`config.mk`:
```
export PLATFORM = sky130hd
export DESIGN_NAME = weight_loader
export DESIGN_NICKNAME = d
export VERILOG_FILES = /design/src/rtl/weight_loader.sv
export SDC_FILE = /design/constraint.sdc
export NUM_CORES = 1
export LEC_CHECK = 0
export BUFFER_PORTS_ARGS = -buffer_cell sky130_fd_sc_hd__buf_2
export CAP_MARGIN = 25
export CORE_AREA = 2 2 91 93
export CTS_BUF_LIST = sky130_fd_sc_hd__clkbuf_2
export DETAILED_ROUTE_END_ITERATION = 12
export DIE_AREA = 0 0 93 95
export HOLD_SLACK_MARGIN = 0.03
export PLACE_DENSITY_LB_ADDON = 0.2
export SLEW_MARGIN = 20
export SYNTH_ARGS = -nofsm -noshare
export SYNTH_HDL_FRONTEND = slang
export SYNTH_SLANG_ARGS = --single-unit
```
`constraint.sdc`:
```
create_clock -name clk -period 2.35 [get_ports clk]
set_clock_uncertainty 0.05 [all_clocks]
set_input_delay 0.5875 -clock clk [delete_from_list [all_inputs] [get_ports clk]]
set_output_delay 0.5875 -clock clk [all_outputs]
set_load 0.05 [all_outputs]
```
`src/rtl/weight_loader.sv`:
```
// weight_loader: streams one layer's weight bytes round-robin into NUM_BANKS
// weight banks, one write per accepted byte, then pulses done for the layer controller.
module weight_loader #(
  parameter int unsigned ADDR_WIDTH = 11,
  parameter int unsigned DATA_WIDTH = 8,
  parameter int unsigned DATA_DEPTH = 2048,
  parameter int unsigned NUM_BANKS  = 2,
  parameter int unsigned LEN_WIDTH  = 16
) (
  input  logic                  clk,
  input  logic                  rst_n,
  input  logic                  start,
  input  logic [3:0]            layer_id,
  input  logic [LEN_WIDTH-1:0]  num_bytes,
  input  logic                  abort,
  input  logic                  s_valid,
  input  logic [DATA_WIDTH-1:0] s_data,
  output logic                  s_ready,
  output logic [NUM_BANKS-1:0]  csen,
  output logic                  wrenb,
  output logic [ADDR_WIDTH-1:0] addr_b,
  output logic [DATA_WIDTH-1:0] data_b,
  output logic [3:0]            layer2weight_cnt,
  output logic                  busy,
  output logic                  done,
  output logic                  err
);

  typedef enum logic [1:0] {StIdle, StLoad, StDone} state_e;

  localparam int unsigned BankBits = $clog2(NUM_BANKS);
  localparam int unsigned MaxBytes = NUM_BANKS * DATA_DEPTH;

  state_e                r_state;
  state_e                w_state_nxt;
  logic [LEN_WIDTH-1:0]  r_cnt;
  logic [LEN_WIDTH-1:0]  r_len;
  logic [3:0]            r_layer;
  logic                  r_wrenb;
  logic [NUM_BANKS-1:0]  r_csen;
  logic [ADDR_WIDTH-1:0] r_addr;
  logic [DATA_WIDTH-1:0] r_data;
  logic                  r_done;
  logic                  r_err;

  logic                  w_oversize;
  logic                  w_zero;
  logic                  w_hs;
  logic                  w_last;
  logic [LEN_WIDTH-1:0]  w_bank;
  logic [NUM_BANKS-1:0]  w_csen_nxt;
  logic [ADDR_WIDTH-1:0] w_addr_nxt;

  assign w_oversize = 32'(num_bytes) > MaxBytes;
  assign w_zero     = (num_bytes == '0);
  assign w_hs       = s_valid && (r_state == StLoad);
  assign w_last     = (r_cnt == r_len - LEN_WIDTH'(1));
  // Low bits of the byte count pick the bank, the rest form the in-bank address.
  assign w_bank     = r_cnt & LEN_WIDTH'(NUM_BANKS - 1);
  assign w_csen_nxt = NUM_BANKS'(1) << w_bank;
  assign w_addr_nxt = ADDR_WIDTH'(r_cnt >> BankBits);

  assign s_ready          = (r_state == StLoad);
  assign busy             = (r_state != StIdle);
  assign csen             = r_csen;
  assign wrenb            = r_wrenb;
  assign addr_b           = r_addr;
  assign data_b           = r_data;
  assign layer2weight_cnt = r_layer;
  assign done             = r_done;
  assign err              = r_err;

  // State register.
  always_ff @(posedge clk or negedge rst_n) begin
    if (!rst_n) r_state <= StIdle;
    else        r_state <= w_state_nxt;
  end

  // Next-state logic; abort only matters while loading, start only while idle.
  always_comb begin
    w_state_nxt = r_state;
    unique case (r_state)
      StIdle: begin
        if (start && !w_oversize) w_state_nxt = w_zero ? StDone : StLoad;
      end
      StLoad: begin
        if (abort)              w_state_nxt = StIdle;
        else if (w_hs && w_last) w_state_nxt = StDone;
      end
      StDone:  w_state_nxt = StIdle;
      default: w_state_nxt = StIdle;
    endcase
  end

  // Datapath: latch the request, issue one bank write per accepted byte, pulse flags.
  always_ff @(posedge clk or negedge rst_n) begin
    if (!rst_n) begin
      r_cnt   <= '0;
      r_len   <= '0;
      r_layer <= '0;
      r_wrenb <= 1'b0;
      r_csen  <= '0;
      r_addr  <= '0;
      r_data  <= '0;
      r_done  <= 1'b0;
      r_err   <= 1'b0;
    end else begin
      r_done <= 1'b0;
      r_err  <= 1'b0;
      unique case (r_state)
        StIdle: begin
          r_wrenb <= 1'b0;
          r_csen  <= '0;
          if (start) begin
            if (w_oversize) begin
              r_err <= 1'b1;
            end else begin
              r_layer <= layer_id;
              r_len   <= num_bytes;
              r_cnt   <= '0;
            end
          end
        end
        StLoad: begin
          if (!abort && w_hs) begin
            r_wrenb <= 1'b1;
            r_csen  <= w_csen_nxt;
            r_addr  <= w_addr_nxt;
            r_data  <= s_data;
            r_cnt   <= r_cnt + LEN_WIDTH'(1);
          end else begin
            // A byte accepted on an abort edge is dropped.
            r_wrenb <= 1'b0;
            r_csen  <= '0;
          end
        end
        StDone: begin
          r_wrenb <= 1'b0;
          r_csen  <= '0;
          r_done  <= 1'b1;
        end
        default: begin
          r_wrenb <= 1'b0;
          r_csen  <= '0;
        end
      endcase
    end
  end

endmodule

```
### Word level (Yosys, flattened, before mapping)

Cells that the tools add are included.

| storage, ports and cells | value |
|---|---|
| output and inout bits | 30 |
| register bits | 62 |
| input bits | 33 |

| operators by class | value |
|---|---|
| eq/ne operators | 8 |
| add/sub/neg operators | 2 |
| bitwise logic cells | 1 |
| shift operators | 1 |
| $lt $le $gt $ge | 1 |
| reduce and logical (&&, ||, !) cells | 14 |
| multiplexer cells | 17 |

Operator list:

| kind | number |
|---|---|
| 16-bit 2-to-1 mux | 3 |
| 16-bit case mux with 2 select lines | 1 |
| 16-bit by 1-bit adder with 16-bit output, second input constant | 1 |
| 16-bit == test | 1 |
| 16-bit by 13-bit > comparator with 1-bit output, second input constant | 1 |
| 16-bit zero test | 1 |
| 16-bit by 1-bit subtractor with 16-bit output, second input constant | 1 |
| 2-bit 2-to-1 mux | 6 |
| 1-bit 2-to-1 mux | 6 |
| 2-bit inequality test, second input constant | 3 |
| 1-bit logical AND | 4 |
| 2-bit case mux with 2 select lines | 1 |
| 2-bit AND reduction | 2 |
| 4-bit AND reduction | 1 |
| 2-bit nonzero test | 2 |
| 3-bit by 2-bit inequality test with 1-bit output, second input constant | 1 |
| 3-bit AND reduction | 1 |
| 2-bit by 1-bit == test with 1-bit output, second input constant | 1 |
| 2-bit == test, second input constant | 1 |
| 1-bit zero test | 2 |
| 2-bit zero test | 1 |
| 2-bit by 1-bit inequality test with 1-bit output, second input constant | 1 |
| 1-bit by 1-bit left shift with 2-bit output, first input constant | 1 |
| 1-bit NOT | 1 |

### Longest topological paths before layout

Gate-level depths: netlist of the first run.

| logic depth | value |
|---|---|
| depth after elaboration | 6 |
| depth in mapped cells | 8 |

### Worst setup path after synthesis of the first run

No wires, ideal clock.

| path | value |
|---|---|
| path type | register to register |
| start point | reg r_state[1] |
| end point | reg r_state[1] |
| data arrival time | 2,246 ps |
| cell stages (with the launch flop) | 7 |
| data required time | 2,231 ps |
| slack | -15 ps |
| clock period less this slack | 2,365 ps |
| cell sequence | dfrtp_1 nor2b_1 and3_1 o2111a_1 o2111ai_1 nor4_2 a32o_2 |

| on the way | value |
|---|---|
| cells in the longest elaborated chain, start to end | 5 |

Ends and longest elaborated chain:

| element | line | source |
|---|---|---|
| start: declaration | 34 | `state_e r_state;` |
| start signal: assignment | 75 | `if (!rst_n) r_state <= StIdle;` |
| start signal: assignment | 76 | `else r_state <= w_state_nxt;` |
| 2-bit by 1-bit == test with 1-bit output * | -- |  |
| named net s_ready | 18 | `output logic s_ready,` |
| 1-bit logical AND | 56 | `assign w_hs = s_valid && (r_state == StLoad);` |
| 1-bit logical AND | 88 | `else if (w_hs && w_last) w_state_nxt = StDone;` |
| 3-bit by 2-bit inequality test with 1-bit output (no source line) | -- |  |
| 2-bit AND reduction (no source line) | -- |  |

Mark *: on every way through the listed nets, which the timed path passes. The rest lies on a longest branch.
A chain may end at the register's enable or synchronous reset.

### Worst setup path after layout of the first run

| path | value |
|---|---|
| start point | reg r_len[1] |
| end point | reg r_state[1] |

| on the way | value |
|---|---|
| cells in the longest elaborated chain, start to end | 5 |

Ends and longest elaborated chain:

| element | line | source |
|---|---|---|
| start: declaration | 37 | `logic [LEN_WIDTH-1:0] r_len;` |
| start signal: assignment | 119 | `r_len <= num_bytes;` |
| 16-bit by 1-bit subtractor with 16-bit output | 57 | `assign w_last = (r_cnt == r_len - LEN_WIDTH'(1));` |
| 16-bit == test | 57 |  |
| 1-bit logical AND | 88 |  |
| 3-bit by 2-bit inequality test with 1-bit output (no source line) | -- |  |
| 2-bit AND reduction (no source line) | -- |  |

Every way passes these cells.

==> results of run 1 <==
state kept, by name, summed over array words and instances, names as in the netlist:
| name | flops |
|---|---|
| done | 1 |
| err | 1 |
| data_b | 8 |
| csen | 2 |
| r_cnt | 16 |
| addr_b | 11 |
| r_len | 16 |
| wrenb | 1 |
| layer2weight_cnt | 4 |
| r_state | 2 |
layout make-up:
type | instances | area, sq um | area share [%]
tap | 105 | 131 | 3.30
multi-input combinational | 205 | 1590 | 39.8
clock inverter | 6 | 77.6 | 1.95
timing repair buffer | 94 | 566 | 14.2
sequential | 62 | 1550 | 38.9
clock buffer | 9 | 45.0 | 1.13
inverter | 8 | 30.0 | 0.753
timing repair:
action | CTS | global route
resized for setup | 0 | 6
setup buffers | 1 | 1
hold buffers | 1 | 0
endpoints found under the hold margin | 41 | 0
gates cloned | 0 | 0
pin swaps | 0 | 6
endpoints found under the setup margin | 1 | 2
per-stage QoR:
step	total power [mW]	setup WS, ns
final	2.78	0.162
after global routing	2.95	0.00491
after CTS	2.78	0.0802
after detailed placement	2.05	-0.240
after global placement	2.03	-0.237
after floorplan	1.81	0.255
cell usage after synthesis (all sizes together) (6+ instances only):
cell,n
nand2,11
dfrtp,62
mux2,34
clkbuf,8
xnor2,24
o21ai,6
nor3,13
xor2,9
nand3,10
nor2b,7
buf,7
inv,8
nor4,10
nor2,24
nand4,12
path summary, 6_finish.rpt:
path	startpoint	endpoint	depth (start not counted)
worst max-delay path	r_len[1]$_DFFE_PN0P_	r_state[1]$_DFFE_PN0P_	8
worst min-delay path	s_data[3]	data_b[3]$_DFFE_PN0P_	2
worst max register to register	r_len[1]$_DFFE_PN0P_	r_state[1]$_DFFE_PN0P_	8
worst min register to register	r_state[0]$_DFFE_PN0P_	done$_DFF_PN0_	1
max in group asynchronous	rst_n	r_len[10]$_DFFE_PN0P_	3
min in group asynchronous	rst_n	data_b[5]$_DFFE_PN0P_	3
routing by layer:
metal | vias up | wire (um)
met2 | 46 | 3600
met5 | - | 0
met1 | 1221 | 3330
li1 | 1218 | -
met4 | 0 | 158
met3 | 12 | 235
kinds of logic (layout without fill, tap and decap cells):
kind of cell             count (synthesis)  after routing  share of synthesized area (%)
AND/OR/NAND/NOR                        113            113                           21.0
flip-flops                              62             62                           48.8
multiplexers                            34             34                           12.0
XOR/XNOR                                33             33                           9.09
AO/OA/AOI/OAI                           23             23                           5.31
buffers and inverters                   23            117                           2.95
adder cells (fa/ha/maj)                  2              2                          0.787
where the power goes:
part	switching, mW	internal [mW]
combinational	0.446	0.318
sequential	0.121	1.17
clock	0.385	0.337
total	0.952	1.83
layout by cell type, fill, tap and decap left out, types with 10 or more instances in the layout:
cell	count
buf_2	62
buf_4	30
dfrtp_1	62
mux2_2	34
nand2_1	11
nand3_1	10
nand4_1	12
nor2_1	24
nor3_1	12
xnor2_1	24
==> results.sh, run 1 <==
export IMPL_via_per_inst=5.11
export IMPL_insertion_delay_ns=0.48
export IMPL_hold_viol_final=0
export IMPL_die_area_sq_um=8840
export IMPL_drive_above_1_share_pct=40.6
export IMPL_synth_edf_count=0
export IMPL_drc=0
export IMPL_drt_antenna_violating_nets=0
export IMPL_dp_cells=471
export IMPL_slowest_stage="dfrtp_1"
export IMPL_grt_pass1_wl_um=12300
export IMPL_cts_inserted_buffers=9
export IMPL_core_sq_um=7930
export IMPL_wire_per_inst_um=15.0
export IMPL_start_kind="flip-flop"
export IMPL_power_leakage_nw=1.90
export IMPL_synth_top_cell_area_share_pct=48.8
export IMPL_dpl_hpwl_um=5420
export IMPL_place_area_sq_um=3810
export IMPL_h_tree_depth=3
export IMPL_syn_inst=290
export IMPL_syn_nets=325
export IMPL_antenna_cells=0
export IMPL_cts_root_buf="clkbuf_2"
export IMPL_synth_area_top_cells="dfrtp_1 49%, mux2_2 12%, xnor2_1 6.6%, nor2_1 2.8%, xor2_1 2.5%"
export IMPL_stdcell_area_sq_um=3990
export IMPL_cts_tree="done"
export IMPL_synth_cell_type_count=51
export IMPL_die_y_um=95
export IMPL_hold_ws_ns=0.266
export IMPL_rows=33
export IMPL_drt_iter0_markers=97
export IMPL_worstMarginPinSlew_ns=0.653
export IMPL_cap_violations=0
export IMPL_final_util_pct=50.3
export IMPL_use_met3_pct=3.67
export IMPL_netlist_area_sq_um=3180
export IMPL_start_util_pct=40.1
export IMPL_drv_slew=0
export IMPL_ir_drop_mv=0.469
export IMPL_synth_top_area_cell="dfrtp_1"
export IMPL_cts_buffer_depth=2
export IMPL_power_density_nw_per_um2=697
export IMPL_grt_ovfl_total=0
export IMPL_fin_crit_sh_pct=93.1
export IMPL_cp_top_family="simple AND/OR/NAND/NOR gates"
export IMPL_path_buf_inv=1
export IMPL_grt_pass1_vias=2498
export IMPL_routed_wl_um=7320
export IMPL_cp_cell_sequence="inv_2 -> ha_4 -> nor4b_4 -> nand4_1 -> xnor2_1 -> o2111ai_2 -> nor4_4 -> a32o_2"
export IMPL_worstSetupPathType="reg2reg"
export IMPL_fin_setup_tns_ns=0
export IMPL_instances_no_fill=489
export IMPL_grt_max_degree=63
export IMPL_status="finished clean"
export IMPL_yosys_register_bits=62
export IMPL_avgSynthCellArea_sq_um=11.0
export IMPL_relSlewSlack_pct=56.5
export IMPL_cp_max_fo=5
export IMPL_grt_usage_pct=18.1
export IMPL_use_met1_pct=23.9
export IMPL_grt_busiest_layer="met2"
export IMPL_place_gp_congestion=0.826
export IMPL_clkSlewWorstSetupHoldPaths_ns=0.18
export IMPL_area_delta_synth_final_pct=25.3
export IMPL_period_needed_ns=2.19
export IMPL_setup_viol=0
export IMPL_min_path_type="in2reg"
export IMPL_clock_sinks=62
export IMPL_yosys_warnings=0
export IMPL_ff2ff_setup_slack_ns=0.16
export IMPL_io_buffers=62
export IMPL_grt_util_met2_pct=28.9
export IMPL_pin_count=63
export IMPL_arrival_ns=2.58
export IMPL_cp_required_ns=2.74
export IMPL_rsz0062_at_grt="false"
export IMPL_ys_flop_type="dfrtp_1"
export IMPL_max_freq_mhz=457
export IMPL_yosysSeqAreaShare_pct=48.8
export IMPL_vias=2497
export IMPL_num_nets_final=415
export IMPL_cp_slowest_stage_delay_ns=0.43
export IMPL_first_pass_iters=4
export IMPL_fill_cells=747
export IMPL_ys_async_sr_fraction_pct=100
export IMPL_antenna_found_initial=0
export IMPL_cp_end_kind="flip-flop"
export IMPL_fp_dieW_um=93
No activity file was read; power rests on OpenSTA's default activity.
==> run 2: changes to the inputs <==
--- a/config.mk
+++ b/config.mk
@@ -10,8 +10,10 @@
 export CORE_AREA = 2 2 91 93
 export CTS_BUF_LIST = sky130_fd_sc_hd__clkbuf_2
+export CTS_CLUSTER_DIAMETER = 200
 export DETAILED_ROUTE_END_ITERATION = 12
 export DIE_AREA = 0 0 93 95
 export HOLD_SLACK_MARGIN = 0.03
 export PLACE_DENSITY_LB_ADDON = 0.2
+export SETUP_SLACK_MARGIN = 0.3
 export SLEW_MARGIN = 20
 export SYNTH_ARGS = -nofsm -noshare
==> constraint.sdc (replaced) <==
create_clock -name clk -period 2.35 [get_ports clk]
set_clock_uncertainty 0.05 [all_clocks]
set_input_delay 0.3525 -clock clk [delete_from_list [all_inputs] [get_ports clk]]
set_output_delay 0.3525 -clock clk [all_outputs]
set_load 0.05 [all_outputs]
==> run 2 against run 1 <==
  * Total power increased by 5.2%
  * Critical path type unchanged
  * Wire length up 2.6%
  * Register-to-register slack better by 0.02 ns
  * Critical endpoint unchanged
  * Design area up 6.6%
  * Non-clock buffer count up 20
  * Via count rose by 2.0%
==> results.sh, run 2 (same netlist as run 1, synthesis figures left out) <==
export IMPL_drc=0
export IMPL_layout_common_cells="62 x buf_2, 60 x dfrtp_1, 34 x mux2_2"
export IMPL_clkSlewWorstSetupHoldPaths_ns=0.21
export IMPL_seq_area_sq_um=1550
export IMPL_dp_cells=460
export IMPL_fin_setup_tns_ns=0
export IMPL_clock_sinks=62
export IMPL_drive_above_1_share_pct=40.7
export IMPL_instances_no_fill=510
export IMPL_rows=33
export IMPL_hold_depth=3
export IMPL_multi_input_area_sq_um=1620
export IMPL_fp_dieW_um=93
export IMPL_die_y_um=95
export IMPL_drv_slew=0
export IMPL_rr_worst_depth=10
export IMPL_grt_usage_pct=18.0
export IMPL_reg2reg_to="r_state[1]$_DFFE_PN0P_"
export IMPL_fin_crit_sh_pct=92.3
export IMPL_p_total_mw=2.92
export IMPL_power_leakage_nw=2.00
export IMPL_arrival_ns=2.55
export IMPL_fill_cells=752
export IMPL_dpl_hpwl_um=5170
export IMPL_start_util_pct=40.1
export IMPL_wire_per_inst_um=14.7
export IMPL_num_nets_final=435
export IMPL_period_needed_ns=2.17
export IMPL_grt_ovfl_total=0
export IMPL_routed_wl_um=7510
export IMPL_hold_end="err$_DFF_PN0_"
export IMPL_antenna_found_initial=0
export IMPL_core_sq_um=7930
export IMPL_antenna_cells=0
export IMPL_status="finished clean"
export IMPL_grt_pass1_wl_um=12300
export IMPL_pin_count=63
export IMPL_first_pass_iters=4
export IMPL_area_delta_synth_final_pct=33.6
export IMPL_worstSetupPathType="reg2reg"
export IMPL_cts_inserted_buffers=9
export IMPL_setup_viol=0
export IMPL_place_gp_congestion=0.798
export IMPL_rsz0062_at_grt="true"
export IMPL_cap_violations=0
export IMPL_grt_pass1_vias=2541
export IMPL_vias=2548
export IMPL_min_from="start"
export IMPL_die_area_sq_um=8840
export IMPL_cp_max_fo=4
export IMPL_final_common_cell="buf_2"
export IMPL_max_freq_mhz=461
export IMPL_relSlewSlack_pct=48.4
export IMPL_via_per_inst=5.00
export IMPL_min_path_type="in2reg"
export IMPL_ff2ff_setup_slack_ns=0.18
export IMPL_drt_antenna_violating_nets=0
export IMPL_power_density_nw_per_um2=688
export IMPL_insertion_delay_ns=0.50
export IMPL_io_buffers=62
export IMPL_cts_tree="done"
export IMPL_hold_ws_ns=0.0833
export IMPL_drt_iter0_markers=112
export IMPL_worstMarginPinSlew_ns=0.774
export IMPL_start_kind="flip-flop"
export IMPL_ir_drop_mv=0.376
export IMPL_cp_end_kind="flip-flop"
export IMPL_regToRegStartpoint="r_len[1]$_DFFE_PN0P_"
export IMPL_h_tree_depth=3
export IMPL_grt_max_degree=63
export IMPL_cts_buffer_depth=2
export IMPL_cts_root_buf="clkbuf_2"
export IMPL_hold_viol_final=0
export IMPL_cp_required_ns=2.73
run 2: worst max-delay path by stage:
stage | end | depth (start not counted) | start
2_1_floorplan | r_state[1]$_DFFE_PN0P_ | 6 | r_state[1]$_DFFE_PN0P_
3_3_place_gp | r_cnt[4]$_DFFE_PN0P_ | 8 | num_bytes[1]
3_5_place_dp | r_cnt[4]$_DFFE_PN0P_ | 8 | num_bytes[1]
4_1_cts | r_state[1]$_DFFE_PN0P_ | 9 | r_len[1]$_DFFE_PN0P_
5_1_grt | r_state[1]$_DFFE_PN0P_ | 10 | r_len[1]$_DFFE_PN0P_
6_report | r_state[1]$_DFFE_PN0P_ | 10 | r_len[1]$_DFFE_PN0P_
run 2: metal layers:
metal  wire length, um  global-route usage (%)  part of all wire (%)  up-vias
li1                  -                       -                     -     1259
met1              3450                    23.8                    46     1248
met2              3760                    29.8                    50       36
met3               229                    4.71                   3.0        5
met4                68                    4.17                  0.91        0
met5                 0                       0                     0        -
run 2: critical path, cell delays in order, from the launching register on:
cell       delay (ns)
dfrtp_1          0.44
inv_2            0.07
ha_4             0.16
nor4b_4          0.13
buf_4            0.15
buf_4            0.14
a221o_1          0.31
nand4_1          0.10
o2111ai_2        0.13
nor4_2           0.21
a32o_2           0.22
run 2: what timing repair did:
| action | CTS | global route |
|---|---|---|
| resized for setup | 8 | 9 |
| hold buffers | 25 | 0 |
| endpoints found under the hold margin | 86 | 0 |
| buffers inserted | 5 | 4 |
| pin swaps | 9 | 4 |
| endpoints found under the setup margin | 5 | 6 |
run 2: area by class of cell:
cell class              instances  area share (%)
clock buffers                   9            1.06
clock inverters                 7            2.41
inverters                       8           0.707
multi-input cells             205            38.2
flip-flops and latches         62            36.6
well taps                     105            3.09
repair buffers                114            18.0
run 2: stage by stage:
stage	setup WS [ns]	util, %	cell area, sq um
6_report	0.180	53.6	4250
5_1_grt	0.0711	53.6	4250
4_1_cts	0.194	52.8	4180
3_5_place_dp	0.0316	46.9	3720
3_3_place_gp	0.0546	46.9	3720
2_1_floorplan	0.312	-	3180
run 2: report_power, final:
group / leakage (nW) / switching, mW / internal [mW] / total, mW
sequential: 0.822 / 0.123 / 1.17 / 1.30
combinational: 1.10 / 0.461 / 0.359 / 0.820
clock: 0.0839 / 0.439 / 0.367 / 0.807
